==> config.mk <==
export PLATFORM = sky130hd
export DESIGN_NAME = fetch_pc_unit
export DESIGN_NICKNAME = d
export VERILOG_FILES = /design/src/rtl/rv32i_types.sv /design/src/rtl/fetch_slot_mask.sv /design/src/rtl/fetch_pc_unit.sv
export SDC_FILE = /design/constraint.sdc
export NUM_CORES = 1
export LEC_CHECK = 0
export CAP_MARGIN = 10
export CORE_MARGIN = 1.5
export CORE_UTILIZATION = 47
export CTS_BUF_LIST = sky130_fd_sc_hd__clkbuf_8
export CTS_CLUSTER_DIAMETER = 80
export DETAILED_ROUTE_END_ITERATION = 10
export PLACE_DENSITY = 0.94
export REMOVE_ABC_BUFFERS = 1
export SYNTH_ARGS = -nofsm -noshare
export SYNTH_HDL_FRONTEND = slang
export SYNTH_HIERARCHICAL = 1
export SYNTH_SLANG_ARGS = --single-unit
==> constraint.sdc <==
create_clock -name clk -period 3.3 [get_ports clk]
set_input_delay 0.66 -clock clk [delete_from_list [all_inputs] [get_ports clk]]
set_output_delay 0.66 -clock clk [all_outputs]
set_load 0.01 [all_outputs]
==> src/rtl/rv32i_types.sv <==
// Shared fetch-side types and constants.
// Holds the fetch FSM state encoding, the instruction size in bytes, and a
// saturating counter helper used by the optional statistics counters.
package rv32i_types;

  localparam int unsigned INSTR_BYTES = 4;

  typedef enum logic [1:0] {
    FETCH = 2'd0,
    HOLD  = 2'd1,
    DRAIN = 2'd2
  } fetch_state_t;

  // 16-bit increment that sticks at all-ones instead of wrapping.
  function automatic logic [15:0] sat_inc16(input logic [15:0] val);
    return (val == 16'hFFFF) ? val : (val + 16'd1);
  endfunction

endpackage

==> src/rtl/fetch_slot_mask.sv <==
// Combinational slot qualification for one fetch group.
// A slot is valid when its index is at or above the entry offset and no
// earlier valid slot was predicted taken. The first valid taken slot
// truncates the group and is reported so its target can become the next PC.
module fetch_slot_mask #(
  parameter  int FETCH_W = 2,
  localparam int CNT_W   = $clog2(FETCH_W) + 1,
  localparam int IDX_W   = (FETCH_W > 1) ? $clog2(FETCH_W) : 1
) (
  input  logic [CNT_W-1:0]   slot_off,
  input  logic [FETCH_W-1:0] pred_taken,
  output logic [FETCH_W-1:0] slot_mask,
  output logic [CNT_W-1:0]   slot_cnt,
  output logic               trunc_hit,
  output logic [IDX_W-1:0]   trunc_idx
);

  // Walk the slots in order, building the valid mask, count and truncation point.
  always_comb begin
    slot_mask = '0;
    slot_cnt  = '0;
    trunc_hit = 1'b0;
    trunc_idx = '0;
    for (int i = 0; i < FETCH_W; i++) begin
      if ((CNT_W'(i) >= slot_off) && !trunc_hit) begin
        slot_mask[i] = 1'b1;
        slot_cnt     = slot_cnt + CNT_W'(1'b1);
        if (pred_taken[i]) begin
          trunc_hit = 1'b1;
          trunc_idx = IDX_W'(i);
        end else begin
          trunc_hit = 1'b0;
        end
      end else begin
        slot_mask[i] = 1'b0;
      end
    end
  end

endmodule

==> src/rtl/fetch_pc_unit.sv <==
// Fetch PC unit: issues one aligned group request at a time, qualifies the
// returned slots, pushes them into the instruction queue with zero latency
// when space allows (otherwise parks them in HOLD), and handles commit
// redirects, including draining a response that is already in flight.
// Optional macro FETCH_PC_STATS_EN adds saturating flush/drop counters.
module fetch_pc_unit
  import rv32i_types::*;
#(
  parameter  int               WIDTH    = 32,
  parameter  int               FETCH_W  = 2,
  parameter  logic [WIDTH-1:0] RESET_PC = WIDTH'(32'h0000_0060),
  localparam int               CNT_W    = $clog2(FETCH_W) + 1
) (
  input  logic                       clk,
  input  logic                       rst,
  output logic                       fetch_req,
  output logic [WIDTH-1:0]           fetch_addr,
  input  logic                       fetch_resp,
  input  logic [FETCH_W*WIDTH-1:0]   fetch_rdata,
  input  logic [FETCH_W-1:0]         pred_taken,
  input  logic [FETCH_W*WIDTH-1:0]   pred_tgt,
  input  logic [CNT_W-1:0]           iq_space,
  input  logic                       flush_valid,
  input  logic [WIDTH-1:0]           flush_pc,
  output logic                       enq,
  output logic [FETCH_W-1:0]         enq_mask,
  output logic [FETCH_W*WIDTH-1:0]   enq_data,
  output logic [WIDTH-1:0]           enq_pc,
`ifdef FETCH_PC_STATS_EN
  output logic [15:0]                stat_flush,
  output logic [15:0]                stat_drop,
`endif
  output logic [WIDTH-1:0]           pc_out
);

  localparam int IDX_W     = (FETCH_W > 1) ? $clog2(FETCH_W) : 1;
  localparam int GRP_BYTES = FETCH_W * INSTR_BYTES;

  fetch_state_t             state_q, state_d;
  logic [WIDTH-1:0]         pc_q, pc_d;
  logic                     ign_q, ign_d;
  logic [FETCH_W*WIDTH-1:0] hold_data_q, hold_data_d;
  logic [FETCH_W-1:0]       hold_mask_q, hold_mask_d;
  logic [CNT_W-1:0]         hold_cnt_q, hold_cnt_d;
  logic [WIDTH-1:0]         hold_npc_q, hold_npc_d;

  logic [CNT_W-1:0]         slot_off_s;
  logic [FETCH_W-1:0]       slot_mask_s;
  logic [CNT_W-1:0]         slot_cnt_s;
  logic                     trunc_hit_s;
  logic [IDX_W-1:0]         trunc_idx_s;
  logic [WIDTH-1:0]         base_s;
  logic [WIDTH-1:0]         grp_npc_s;
  logic [WIDTH-1:0]         lane_pc_s;
  logic                     fetch_req_s;
  logic                     enq_s;

  // Address arithmetic: entry slot, aligned group base and the group's next PC.
  // The sequential increment wraps naturally at 2^WIDTH.
  assign slot_off_s = CNT_W'((pc_q >> 2) & WIDTH'(FETCH_W - 1));
  assign base_s     = pc_q & ~WIDTH'(GRP_BYTES - 1);
  assign lane_pc_s  = {pc_q[WIDTH-1:2], 2'b00};
  assign grp_npc_s  = trunc_hit_s ? pred_tgt[trunc_idx_s*WIDTH +: WIDTH]
                                  : (base_s + WIDTH'(GRP_BYTES));

  fetch_slot_mask #(.FETCH_W(FETCH_W)) u_slot_mask (
    .slot_off   (slot_off_s),
    .pred_taken (pred_taken),
    .slot_mask  (slot_mask_s),
    .slot_cnt   (slot_cnt_s),
    .trunc_hit  (trunc_hit_s),
    .trunc_idx  (trunc_idx_s)
  );

  // Next-state, PC update, hold-buffer capture and queue push decode.
  always_comb begin
    state_d     = state_q;
    pc_d        = pc_q;
    ign_d       = 1'b0;
    hold_data_d = hold_data_q;
    hold_mask_d = hold_mask_q;
    hold_cnt_d  = hold_cnt_q;
    hold_npc_d  = hold_npc_q;
    fetch_req_s = 1'b0;
    enq_s       = 1'b0;
    enq_mask    = '0;
    enq_data    = '0;
    enq_pc      = '0;
    case (state_q)
      FETCH: begin
        fetch_req_s = 1'b1;
        if (flush_valid) begin
          pc_d        = flush_pc;
          hold_mask_d = '0;
          // A response landing with the flush is the stale one; otherwise it is still to come.
          state_d     = fetch_resp ? FETCH : DRAIN;
        end else if (fetch_resp) begin
          if (ign_q) begin
            // Response belongs to a request issued before reset.
            state_d = FETCH;
          end else if (slot_cnt_s <= iq_space) begin
            enq_s    = 1'b1;
            enq_mask = slot_mask_s;
            enq_data = fetch_rdata;
            enq_pc   = lane_pc_s;
            pc_d     = grp_npc_s;
          end else begin
            hold_data_d = fetch_rdata;
            hold_mask_d = slot_mask_s;
            hold_cnt_d  = slot_cnt_s;
            hold_npc_d  = grp_npc_s;
            state_d     = HOLD;
          end
        end else begin
          state_d = FETCH;
        end
      end
      HOLD: begin
        if (flush_valid) begin
          pc_d        = flush_pc;
          hold_mask_d = '0;
          state_d     = FETCH;
        end else if (hold_cnt_q <= iq_space) begin
          enq_s       = 1'b1;
          enq_mask    = hold_mask_q;
          enq_data    = hold_data_q;
          enq_pc      = lane_pc_s;
          pc_d        = hold_npc_q;
          hold_mask_d = '0;
          state_d     = FETCH;
        end else begin
          state_d = HOLD;
        end
      end
      DRAIN: begin
        if (flush_valid) begin
          pc_d = flush_pc;
          // The awaited stale response arriving with the new flush still ends the drain,
          // since no further response would ever come.
          state_d = fetch_resp ? FETCH : DRAIN;
        end else if (fetch_resp) begin
          state_d = FETCH;
        end else begin
          state_d = DRAIN;
        end
      end
      default: begin
        state_d = FETCH;
      end
    endcase
  end

  // Outputs are held quiet while reset is asserted.
  assign fetch_req  = fetch_req_s & rst;
  assign enq        = enq_s & rst;
  assign fetch_addr = base_s;
  assign pc_out     = pc_q;

  // State, PC and hold buffer registers.
  always_ff @(posedge clk or negedge rst) begin
    if (!rst) begin
      state_q     <= FETCH;
      pc_q        <= RESET_PC;
      ign_q       <= 1'b1;
      hold_data_q <= '0;
      hold_mask_q <= '0;
      hold_cnt_q  <= '0;
      hold_npc_q  <= '0;
    end else begin
      state_q     <= state_d;
      pc_q        <= pc_d;
      ign_q       <= ign_d;
      hold_data_q <= hold_data_d;
      hold_mask_q <= hold_mask_d;
      hold_cnt_q  <= hold_cnt_d;
      hold_npc_q  <= hold_npc_d;
    end
  end

`ifdef FETCH_PC_STATS_EN
  logic        drop_evt_s;
  logic [15:0] stat_flush_q, stat_flush_d;
  logic [15:0] stat_drop_q, stat_drop_d;

  // Classify discarded groups and advance the saturating counters.
  always_comb begin
    drop_evt_s = 1'b0;
    case (state_q)
      FETCH:   drop_evt_s = fetch_resp && (flush_valid || ign_q);
      HOLD:    drop_evt_s = flush_valid;
      DRAIN:   drop_evt_s = fetch_resp;
      default: drop_evt_s = 1'b0;
    endcase
    stat_flush_d = flush_valid ? sat_inc16(stat_flush_q) : stat_flush_q;
    stat_drop_d  = drop_evt_s  ? sat_inc16(stat_drop_q)  : stat_drop_q;
  end

  // Statistics counter registers.
  always_ff @(posedge clk or negedge rst) begin
    if (!rst) begin
      stat_flush_q <= 16'd0;
      stat_drop_q  <= 16'd0;
    end else begin
      stat_flush_q <= stat_flush_d;
      stat_drop_q  <= stat_drop_d;
    end
  end

  assign stat_flush = stat_flush_q;
  assign stat_drop  = stat_drop_q;
`endif

endmodule

# Word level (Yosys, flattened, before mapping)
# Index checks and enable logic that the tools add are counted.
[totals]
reg_bits = 135
[op_classes]
n_addsub = 2
magnitude_cmp = 4
n_eq_ne = 9
shift = 1
n_mux = 62
bitwise_logic = 5
n_reduce_logical = 8
[ops]
columns = ["operator", "n"]
rows = [
  ["two-way mux 32 bit", 14],
  ["two-way mux 64 bit", 6],
  ["case mux 64 bit (2 select lines)", 1],
  ["case mux 32 bit (3 select lines)", 1],
  ["case mux 32 bit (2 select lines)", 1],
  ["variable part select 64 x 7 -> 32 bit", 1],
  ["two-way mux 2 bit", 18],
  ["adder 32 x 4 -> 32 bit (second input constant)", 1],
  ["two-way mux 1 bit", 17],
  ["inequality test 3 bit (second input constant)", 5],
  ["AND reduction 5 bit", 2],
  ["case mux 2 bit (2 select lines)", 2],
  ["case mux 2 bit (3 select lines)", 1],
  ["AND reduction 6 bit", 1],
  ["inequality test 5 bit (second input constant)", 1],
  ["less-or-equal comparator 2 bit", 2],
  ["inverter 1 bit", 3],
  ["nonzero test 3 bit", 1],
  ["adder 2 x 1 -> 2 bit (second input constant)", 1],
  ["AND 1 bit", 2],
  ["== test 2 x 1 -> 1 bit (second input constant)", 1],
  ["== test 2 bit (second input constant)", 1],
  ["greater-or-equal comparator 1 bit (first input constant)", 2],
  ["zero test 2 bit", 1],
  ["other kinds (5)", 5],
]

# Logic depth before layout (Yosys ltp)
# Gate-level depths: netlist (run 1).
[logic_depth]
depth_word = 12
mapped_depth = 12
depth_no_buf = 10

# By module
# Netlist (run 1), hierarchy kept.
[modules_own_cells]
columns = ["module", "instances", "cells_each", "area_per_inst_um2", "seq_area_each_um2"]
rows = [
  ["fetch_pc_unit", 1, 983, 9002.4, 3382.0],
  ["fetch_slot_mask", 1, 8, 56.3, 0.0],
]

# Worst setup path after synthesis (run 1)
# No wires, ideal clock.
[synth_timing]
kind = "input-to-output"
from = "input port pred_taken[0]"
to = "output port enq_data[44]"
arrival_time_ps = 2537
required_ps = 2640
slack_ps = 103
cell_stages = 8
path_buffers = 2
path_cell_list = "nor3_1 ha_1 nor2b_1 a2bb2oi_1 nor3_1 buf_2 buf_1 a22o_1"
[synth_between]
elab_chain_len = 11
[synth_lines]
columns = ["item", "line_no", "rtl"]
rows = [
  ["start: declaration", "fetch_pc_unit.sv:20", "input logic [FETCH_W-1:0] pred_taken,"],
  ["two-way mux 1 bit", "fetch_slot_mask.sv:28", "if (pred_taken[i]) begin"],
  ["two-way mux 1 bit", "fetch_slot_mask.sv:25", "if ((CNT_W'(i) >= slot_off) && !trunc_hit) begin"],
  ["zero test 1 bit", "fetch_slot_mask.sv:25", ""],
  ["logical AND 1 bit", "fetch_slot_mask.sv:25", ""],
  ["two-way mux 2 bit", "fetch_slot_mask.sv:25", ""],
  ["less-or-equal comparator 2 bit", "fetch_pc_unit.sv:101", "end else if (slot_cnt_s <= iq_space) begin"],
  ["two-way mux 64 bit", "fetch_pc_unit.sv:101", ""],
  ["two-way mux 64 bit", "fetch_pc_unit.sv:98", "if (ign_q) begin"],
  ["two-way mux 64 bit", "fetch_pc_unit.sv:97", "end else if (fetch_resp) begin"],
  ["two-way mux 64 bit", "fetch_pc_unit.sv:92", "if (flush_valid) begin"],
  ["case mux 64 bit (2 select lines)", "fetch_pc_unit.sv:89", "case (state_q)"],
  ["end: declaration", "fetch_pc_unit.sv:27", "output logic [FETCH_W*WIDTH-1:0] enq_data,"],
]
# No other way between the ends.

# Final worst setup path (run 1)
[layout_timing]
from = "register pc_q[2] (netlist: pc_out[2])"
to = "output port enq_pc[31]"
[layout_between]
elab_chain_len = 11
word_cells_on_any_way = 14
[layout_lines]
columns = ["item", "line_no", "rtl"]
rows = [
  ["start: declaration", "fetch_pc_unit.sv:40", "logic [WIDTH-1:0] pc_q, pc_d;"],
  ["start signal: assignment", "fetch_pc_unit.sv:171", "pc_q <= pc_d;"],
  ["parallel branches: the longest is 4 deep, another holds adder 2 x 1 -> 2 bit", "--", ""],
  ["two-way mux 2 bit (*)", "fetch_slot_mask.sv:25", ""],
  ["via slot_cnt_s[1]", "fetch_pc_unit.sv:49", "logic [CNT_W-1:0] slot_cnt_s;"],
  ["less-or-equal comparator 2 bit (*)", "fetch_pc_unit.sv:101", ""],
  ["two-way mux 32 bit (*)", "fetch_pc_unit.sv:101", ""],
  ["two-way mux 32 bit (*)", "fetch_pc_unit.sv:98", ""],
  ["two-way mux 32 bit (*)", "fetch_pc_unit.sv:97", ""],
  ["two-way mux 32 bit (*)", "fetch_pc_unit.sv:92", ""],
  ["case mux 32 bit (2 select lines) (*)", "fetch_pc_unit.sv:89", ""],
  ["end: declaration", "fetch_pc_unit.sv:28", "output logic [WIDTH-1:0] enq_pc,"],
]
# Mark *: on every way through the listed nets, which the timed path passes.

==> run_results.csv, run 1 <==
group,metric,value,unit
yosys,ys_async_sr_fraction,1.00,
sta,fin_skew,0.0140,ns
worst_setup_path,startpoint_type,"flip-flop",
sta,whs,0.0811,ns
layout,nets,1469,
yosys,postSynthAreaPerCell,9.14,um2
global_route,antenna_found_initial,3,
clock_network,cts_buffers,17,
layout,fill_cells,1315,
yosys,synth_top_family_by_area,"compound AO/OA/AOI/OAI gates",
pwr,peakVddDrop,0.000397,V
worst_setup_path,rr_worst_depth,6,
sta,worstMarginPinSlew,0.954,ns
job,maxCapViolCount,0,
yosys,synth_top_area_frac,0.365,
die,initial_core_util,0.481,
pwr,total_power,7.50,mW
placement,preCtsSetupSlack,-0.628,ns
detailed_routing,first_pass_iters,5,
clock_network,clkLatencyLatePin,0.45,ns
yosys,yosysMostFrequentCell,"nand2_1",
sta,fin_setup_tns,-0.159,ns
yosys,synthAdderAreaFrac,0.0124,
layout,drive_gt1_frac,0.259,
yosys,seq_area_frac_synth,0.373,
placement,dp.cells,1511,
yosys,synth-simple-area-share,0.149,
clock_network,cts_tree,"yes",
die,die_h,142,um
detailed_routing,via_per_inst,5.91,
detailed_routing,dr.first_iter.drc_count,640,
sta,min_period,3.33,ns
layout,utilization,0.703,
yosys,synth.largest_area_cell,"dfrtp_1",
min_path,min_path_type,"input port to asynchronous set/reset pin",
detailed_routing,routedWlPerCell,21.0,um
layout,stdcell_count,1568,
placement,dp_hpwl,21700,um
yosys,syn_area,9060,um2
yosys,synth_cell_types,60,
sta,hold_viol_final,0,
worst_setup_path,timing.rr.start,"pc_out[10]",
die,placementRows,50,
outcome,outcome,"finished with violations",
clock_network,cts.reportedPaths.clkPinSlew,0.09,ns
worst_setup_path,rrSetupSlack,0.58,ns
pwr,p_per_area,567,nW/um2
yosys,synthTopCellsByCount,"nand2_1 (136), dfrtp_1 (132), mux2_2 (108)",
sta,finalSetupViolations,9,
sta,finalMaxSlewViolations,0,
placement,placed_area,12600,um2
yosys,synth_compound_area_frac,0.212,
detailed_routing,vias,9274,
yosys,synth-seq-cells,135,
sta,max_freq,301,MHz
global_route,grt_pass1_wl,49300,um
global_route,grtUsageTotal,0.315,
yosys,syn_inst,991,
detailed_routing,drc,0,
worst_setup_path,critPathRequiredTime,2.64,ns
die,core,18800,um2
worst_setup_path,rr_endpoint,"pc_out[24]",
sta,finalCritPeriodShare,1.01,
global_route,grt_max_degree,86,
detailed_routing,ant_nets,0,
worst_setup_path,crit_path_max_fanout,7,
placement,portBuffers,326,
die,die_x,142,um
layout,fin_area,13200,um2
global_route,grt-ovfl-total,0,
sta,worst_slack,-0.0265,ns
worst_setup_path,startpoint,"pc_out[2]",
sta,rsz0062_at_grt,"yes",
worst_setup_path,arrival,2.67,ns
sta,slew_headroom,0.364,
yosys,post_synth_xor_area_fraction,0.0203,
die,fp.dieArea,20100,um2
placement,gp_congestion,0.847,
pwr,power.leakage,5.69,nW
clock_network,cts-root-buf,"clkbuf_8",
yosys,synth_ff_type,"dfrtp_1",
outcome,violations,"setup timing",
clock_network,clockBufferDepth,2,
yosys,synth_mux_area_frac,0.160,
worst_setup_path,path_class,"flip-flop to output pin",
yosys,synth.top_cells.by_area,"dfrtp_1 (36%), mux2_2 (13%), a22o_1 (7.4%)",
clock_network,h-tree-depth,4,
global_route,grt_pass1_vias,9209,
die,io-pin-count,332,
yosys,synth_edf_count,0,
detailed_routing,wirelength,33000,um
clock_network,clock_sinks,135,
worst_setup_path,critical_path.endpoint_type,"output pin",
layout,area_growth,46.2,%
yosys,ys_warn_count,6,
## area by class of cell
type,count,area (um2),share of cell area
Tap cell,260,325,0.0246
Multi-Input combinational cell,729,5260,0.397
Clock buffer,18,248,0.0187
Antenna cell,3,7.51,0.000567
Inverter,22,82.6,0.00624
Timing Repair Buffer,387,3770,0.285
Clock inverter,14,161,0.0122
Sequential cell,135,3380,0.255
## registers in the layout, indices dropped and copies added (netlist names)
register     cells
hold_cnt_q       2
hold_data_q     64
hold_mask_q      2
hold_npc_q      32
ign_q            1
pc_out          32
state_q          2
## cells in the final DEF, fill, tap and decap left out, drive strengths merged, types with 10 or more instances in the layout
cell type and instances:
clkdlybuf4s50 224, buf 138, nand2 136, dfrtp 132, mux2 108, o21ai 88
a22o 77, a21oi 45, nor2 35, inv 29, nor2b 28, mux2i 23
clkbuf 23, nor3 19, nand3 15, a31oi 12, o31ai 12, conb 12
nand4 12, xor2 11, xnor2 10, a22oi 10, clkdlybuf4s15 10
## worst max-delay path: stages (launching register included)
cell and delay, ns:
dfrtp_1 0.41, nor3_2 0.23, ha_4 0.25, nor2b_2 0.15, a2bb2oi_2 0.14, nor3_2 0.14, buf_4 0.17, buf_8 0.12
nor2_4 0.05, buf_6 0.13, clkbuf_16 0.18, nor2b_4 0.13, buf_6 0.11
## power by group
group,switching (mW),leakage (nW),internal [mW]
clock network,0.766,0.203,0.713
logic,1.34,3.81,1.65
registers,0.676,1.68,2.35
## timing repair
action,4_1_cts,5_1_grt
hold buffers,0,0
cloned,6,3
setup buffers,8,7
endpoints found under the setup margin,97,87
gates resized for setup,368,60
pin swaps,9,11
## worst max path at each step
stage                              end  slack (ns)  cells after the start
after detailed placement  enq_data[48]       -0.63                      9
after global routing        enq_pc[13]       -0.13                     15
after floorplan                    enq       -4.38                      5
after global placement      enq_pc[22]       -0.60                     10
after CTS                   enq_pc[14]       -0.10                     14
final                       enq_pc[31]       -0.03                     12
## cells by family after synthesis
logic type,after synthesis
buf+inv,138
fa+ha+maj,9
simple gates,274
other cells,1
flops,135
mux,131
compound gates,282
xor+xnor,21
## metal layers
| layer | vias up | wire length [um] | global-route usage |
|---|---|---|---|
| met3 | 102 | 2910 | 0.0769 |
| li1 | 4150 | - | - |
| met4 | 0 | 1250 | 0.133 |
| met5 | - | 0 | 0 |
| met2 | 538 | 16500 | 0.557 |
| met1 | 4484 | 12300 | 0.365 |
Power figures use the tool's default switching activity.
==> run 2, diff against run 1 <==
==> constraint.sdc (replaced) <==
create_clock -name clk -period 3.3 [get_ports clk]
set_input_delay 0.99 -clock clk [delete_from_list [all_inputs] [get_ports clk]]
set_output_delay 0.99 -clock clk [all_outputs]
set_load 0.01 [all_outputs]
==> run_results.csv, run 2 (synthesis gave the netlist of run 1 again) <==
group,metric,value,unit
outcome,outcome,"finished with violations",
outcome,violations,"setup timing",
layout,top_register,"hold_data_q",
sta,finalMaxSlewViolations,0,
pwr,power.leakage,5.87,nW
worst_setup_path,path_class,"input port to output pin",
sta,finalSetupViolations,97,
worst_setup_path,crit_path_max_fanout,5,
detailed_routing,routedWlPerCell,22.4,um
die,fp.dieArea,20100,um2
pwr,p_per_area,561,nW/um2
pwr,seqPwrFrac,0.408,
die,io-pin-count,332,
pwr,intPower,4.68,mW
layout,final_common_cell,"clkdlybuf4s50_1",
placement,dp_hpwl,23200,um
clock_network,cts-root-buf,"clkbuf_8",
layout,largest_register_ffs,64,
sta,worstMarginPinSlew,0.975,ns
worst_setup_path,path_cells,"buf_8 -> nor3_4 -> ha_4 -> nor2b_4 -> a2bb2oi_2 -> nor3_2 -> buf_6 -> buf_12 -> buf_6 -> nor2_4 -> buf_4 -> buf_16 -> buf_4 -> nor2b_1 -> buf_2",
clock_network,cts_tree,"yes",
clock_network,clockBufferDepth,2,
sta,max_freq,254,MHz
global_route,grt_max_degree,86,
detailed_routing,first_pass_iters,5,
clock_network,cts_buffers,17,
sta,rsz0062_at_grt,"yes",
clock_network,cts.reportedPaths.clkPinSlew,0.09,ns
clock_network,cts_hold_buffers,0,
worst_setup_path,critPathRequiredTime,2.31,ns
pwr,peakVddDrop,0.000347,V
worst_setup_path,cp_top_family,"buffers and inverters",
worst_setup_path,rrSetupSlack,0.34,ns
layout,fill_cells,1309,
sta,whs,0.336,ns
detailed_routing,ant_nets,0,
die,die_h,142,um
worst_setup_path,slowest_stage,"ha_4",
detailed_routing,wirelength,35800,um
sta,slew_headroom,0.350,
die,placementRows,50,
die,initial_core_util,0.481,
placement,dp.cells,1521,
detailed_routing,drc,0,
global_route,grtUsageTotal,0.338,
sta,min_period,3.93,ns
pwr,combPwrFrac,0.409,
global_route,grt_pass1_vias,9743,
global_route,grt-ovfl-total,0,
placement,gp_congestion,0.849,
layout,drive_gt1_frac,0.285,
worst_setup_path,slowest_delay,0.24,ns
layout,nets,1503,
worst_setup_path,critical_path.endpoint_type,"output pin",
worst_setup_path,startpoint,"pred_taken[0]",
global_route,antenna_found_initial,1,
worst_setup_path,startpoint_type,"input port",
detailed_routing,via_per_inst,6.06,
worst_setup_path,timing.rr.start,"pc_out[2]",
pwr,switching_share,0.383,
sta,hold_viol_final,0,
worst_setup_path,rr_worst_depth,15,
die,die_x,142,um
worst_setup_path,rr_endpoint,"pc_out[23]",
sta,finalCritPeriodShare,1.19,
min_path,min_path_type,"input port to asynchronous set/reset pin",
layout,area_growth,49.1,%
clock_network,clkLatencyLatePin,0.47,ns
placement,portBuffers,326,
detailed_routing,vias,9695,
clock_network,clock_sinks,135,
die,core,18800,um2
layout,stdcell_count,1600,
clock_network,h-tree-depth,4,
layout,final_cell_mix,"clkdlybuf4s50_1 (224), nand2_1 (135), dfrtp_1 (132), mux2_2 (108), o21ai_0 (84)",
job,maxCapViolCount,0,
detailed_routing,dr.first_iter.drc_count,740,
global_route,grt_pass1_wl,52600,um
worst_setup_path,arrival,2.94,ns
sta,fin_skew,0.0173,ns
worst_setup_path,critPathBufInv,8,
pwr,switching_power,2.90,mW
pwr,clkPwrFrac,0.183,
sta,worst_slack,-0.630,ns
[run 2: cell count changes in the layout (fill, tap and decap cells not counted), sizes merged]
cell           delta
clkinv            -2
clkdlybuf4s15     -7
dlygate4sd2       -9
buf              +49
inv               +2
diode             -2
clkinvlp          +2
clkbuf            +1
bufinv            -1
bufbuf            -1
[run 2: final cells by class]
| class | instances | area (um2) | area share |
|---|---|---|---|
| multi-input cells | 729 | 5230 | 0.387 |
| inverters | 22 | 85.1 | 0.00630 |
| repair buffers | 421 | 4110 | 0.304 |
| clock inverters | 15 | 141 | 0.0105 |
| diodes | 1 | 2.50 | 0.000185 |
| clock buffers | 17 | 234 | 0.0173 |
| flip-flops and latches | 135 | 3380 | 0.250 |
| well taps | 260 | 325 | 0.0241 |
[run 2: how the worst max path moves through the flow]
stage / cells after the start / end / slack (ns)
finish: 15 / enq_pc[21] / -0.63
floorplan: 7 / enq / -5.00
detailed placement: 11 / enq_pc[30] / -1.41
global placement: 13 / enq_pc[24] / -1.30
global route: 15 / enq_pc[15] / -0.68
CTS: 15 / enq_pc[30] / -0.66
[run 2: worst register-to-register path: cells and delay by family (launching register included)]
family | cells | cell delay (ns)
buffers and inverters | 7 | 0.99
and+or+nand+nor | 4 | 0.77
DFF | 1 | 0.45
AOI/OAI and AO/OA | 3 | 0.37
adders and majority gates | 1 | 0.24
[run 2: what timing repair did]
item | 4_1_cts | 5_1_grt
cloned | 7 | 4
pin swaps | 25 | 36
gates resized for setup | 429 | 47
buffers inserted | 30 | 6
endpoints found under the setup margin | 97 | 97
[run 2: per-stage QoR]
stage | TNS, ns | total power, mW | setup slack, ns | area (um2) | util
after global routing | -54.69 | 7.96 | -0.680 | 13500 | 0.717
after CTS | -49.28 | 7.43 | -0.664 | 13300 | 0.707
final | -50.38 | 7.58 | -0.630 | 13500 | 0.717
after global placement | -121.30 | 5.77 | -1.30 | 12600 | 0.671
after floorplan | -559.99 | 4.37 | -5.00 | 8520 | -
after detailed placement | -133.90 | 5.95 | -1.41 | 12600 | 0.671
[run 2: power groups by stage]
stage / logic (mW) / registers, mW / clock network (mW)
floorplan: 1.41 / 2.96 / 0
detailed placement: 2.89 / 3.05 / 0
global route: 3.33 / 3.16 / 1.46
global placement: 2.76 / 3.01 / 0
finish: 3.10 / 3.09 / 1.39
CTS: 3.00 / 3.04 / 1.38
[run 2: per-layer routing]
metal | GRT usage | share of wire | vias up
met1 | 0.390 | 0.36 | 4659
met5 | 0 | 0 | -
met3 | 0.0753 | 0.093 | 133
met4 | 0.203 | 0.048 | 0
li1 | - | - | 4225
met2 | 0.574 | 0.50 | 678
==> run 3, diff against run 2 <==
CORE_MARGIN = 4   (was 1.5)
==> run_results.csv, run 3 (synthesis gave the netlist of run 1 again) <==
group,metric,value,unit
detailed_routing,first_pass_iters,5,
global_route,grt-ovfl-total,0,
worst_setup_path,arrival,2.94,ns
detailed_routing,via_per_inst,6.01,
clock_network,cts_tree,"yes",
layout,stdcell_count,1634,
clock_network,cts_hold_buffers,0,
sta,worst_slack,-0.630,ns
sta,worstMarginPinSlew,1.08,ns
layout,fin_area,13900,um2
detailed_routing,dr.first_iter.drc_count,692,
worst_setup_path,crit_end,"enq_pc[13]",
sta,whs,0.489,ns
worst_setup_path,cp_common_cell,"buf_6",
worst_setup_path,critical_path.endpoint_type,"output pin",
sta,slew_headroom,0.278,
worst_setup_path,startpoint,"pred_taken[0]",
sta,finalSetupViolations,97,
clock_network,cts_buffers,17,
pwr,intPower,4.64,mW
detailed_routing,routedWlPerCell,22.9,um
pwr,switching_share,0.387,
die,die_x,147,um
global_route,grt_max_degree,86,
worst_setup_path,path_class,"input port to output pin",
pwr,clkPwrFrac,0.174,
die,initial_core_util,0.481,
sta,max_freq,254,MHz
detailed_routing,drc,0,
placement,dp_hpwl,23500,um
worst_setup_path,slowest_delay,0.25,ns
die,io-pin-count,332,
sta,finalCritPeriodShare,1.19,
outcome,outcome,"finished with violations",
placement,dp.cells,1531,
pwr,combPwrFrac,0.418,
detailed_routing,vias,9827,
global_route,grtUsageTotal,0.322,
clock_network,clkLatencyLatePin,0.45,ns
sta,min_period,3.93,ns
placement,portBuffers,326,
worst_setup_path,slowest_stage,"nor3_4",
die,die_h,147,um
layout,final_common_cell,"clkdlybuf4s50_1",
sta,rsz0062_at_grt,"yes",
detailed_routing,wirelength,37400,um
layout,drive_gt1_frac,0.308,
sta,hold_viol_final,0,
sta,finalMaxSlewViolations,0,
worst_setup_path,rr_endpoint,"pc_out[12]",
outcome,violations,"setup timing",
global_route,grt_pass1_vias,9876,
clock_network,cts.reportedPaths.clkPinSlew,0.09,ns
clock_network,clock_sinks,135,
clock_network,cts-root-buf,"clkbuf_8",
clock_network,clockBufferDepth,2,
worst_setup_path,critPathRequiredTime,2.31,ns
placement,gp_congestion,0.854,
layout,final_cell_mix,"clkdlybuf4s50_1 (224), nand2_1 (135), dfrtp_1 (132), mux2_2 (108), o21ai_0 (84)",
worst_setup_path,rr_worst_depth,14,
layout,top_register,"hold_data_q",
sta,fin_skew,0.0111,ns
worst_setup_path,startpoint_type,"input port",
die,core,18800,um2
global_route,grt_pass1_wl,55100,um
placement,placed_area,12700,um2
clock_network,h-tree-depth,4,
worst_setup_path,crit_path_max_fanout,5,
pwr,switching_power,2.93,mW
pwr,seqPwrFrac,0.408,
die,fp.dieArea,21600,um2
die,placementRows,50,
worst_setup_path,rrSetupSlack,0.51,ns
pwr,power.leakage,6.05,nW
layout,largest_register_ffs,64,
pwr,peakVddDrop,0.000469,V
worst_setup_path,timing.rr.start,"pc_out[2]",
job,maxCapViolCount,0,
layout,area_growth,53.9,%
detailed_routing,ant_nets,0,
layout,nets,1535,
worst_setup_path,path_cells,"buf_8 -> nor3_4 -> ha_4 -> nor2b_4 -> a2bb2oi_4 -> nor3_4 -> buf_6 -> buf_6 -> nor2_4 -> buf_12 -> buf_6 -> buf_6 -> nor2b_4 -> buf_6",
global_route,antenna_found_initial,3,
layout,utilization,0.741,
pwr,p_per_area,543,nW/um2
min_path,min_path_type,"flip-flop to flip-flop",
-- run 3: cell count changes in the layout (fill, tap and decap cells not counted), moves of 6 or more --
| cell | before | now |
|---|---|---|
| nor2_4 | 2 | 8 |
| buf_6 | 25 | 83 |
| buf_12 | 21 | 12 |
| buf_4 | 54 | 62 |
| buf_2 | 76 | 58 |
-- run 3: repair_timing --
action                     4_1_cts  5_1_grt
pin swaps                       21       54
buffers inserted                47       24
setup endpoints to repair       97       97
gates cloned                     7        3
gates resized for setup        492       83
-- run 3: critical path: cells and delay by family --
kind	cells	cell delay (ns)
compound gates	1	0.14
buf+inv	7	0.80
simple gates	5	0.75
fa+ha+maj	1	0.24
-- run 3: final cells by class --
type / instances / area (um2)
Sequential cell: 135 / 3380
Multi-Input combinational cell: 730 / 5360
Inverter: 22 / 85.1
Timing Repair Buffer: 452 / 4440
Fill cell: 1246 / 4890
Clock buffer: 17 / 234
Antenna cell: 3 / 7.51
Tap cell: 260 / 325
Clock inverter: 15 / 118
-- run 3: how the worst min path moves through the flow --
| stage | from | end | slack [ns] | cells after the start |
|---|---|---|---|---|
| 6_report | hold_npc_q[1] | hold_npc_q[1] | 0.49 | 2 |
| 5_1_grt | hold_npc_q[14] | hold_npc_q[14] | 0.52 | 2 |
| 4_1_cts | hold_npc_q[10] | hold_npc_q[10] | 0.49 | 2 |
| 3_5_place_dp | hold_npc_q[10] | hold_npc_q[10] | 0.47 | 2 |
| 3_3_place_gp | hold_npc_q[6] | hold_npc_q[6] | 0.46 | 2 |
| 2_1_floorplan | hold_npc_q[10] | hold_npc_q[10] | 0.45 | 2 |
-- run 3: power by group through the flow --
stage          Clock [mW]  Sequential (mW)  Combinational [mW]
2_1_floorplan           0             2.96                1.41
3_3_place_gp            0             2.99                2.77
3_5_place_dp            0             3.05                2.91
4_1_cts              1.31             3.04                3.02
5_1_grt              1.39             3.17                3.40
6_report             1.32             3.09                3.17
-- run 3: layer usage --
layer / up-vias / track usage / wire (um)
met3: 114 / 0.0817 / 3470
li1: 4292 / - / -
met1: 4789 / 0.373 / 13600
met2: 632 / 0.564 / 18800
met5: - / 0 / 0
met4: 0 / 0.139 / 1600
-- run 3: through the flow --
stage | power (mW) | setup slack (ns) | TNS, ns
final | 7.58 | -0.630 | -47.44
after global routing | 7.96 | -0.676 | -51.42
after global placement | 5.76 | -1.42 | -132.03
after CTS | 7.37 | -0.534 | -32.82
after detailed placement | 5.96 | -1.54 | -147.80
after floorplan | 4.37 | -5.00 | -559.99
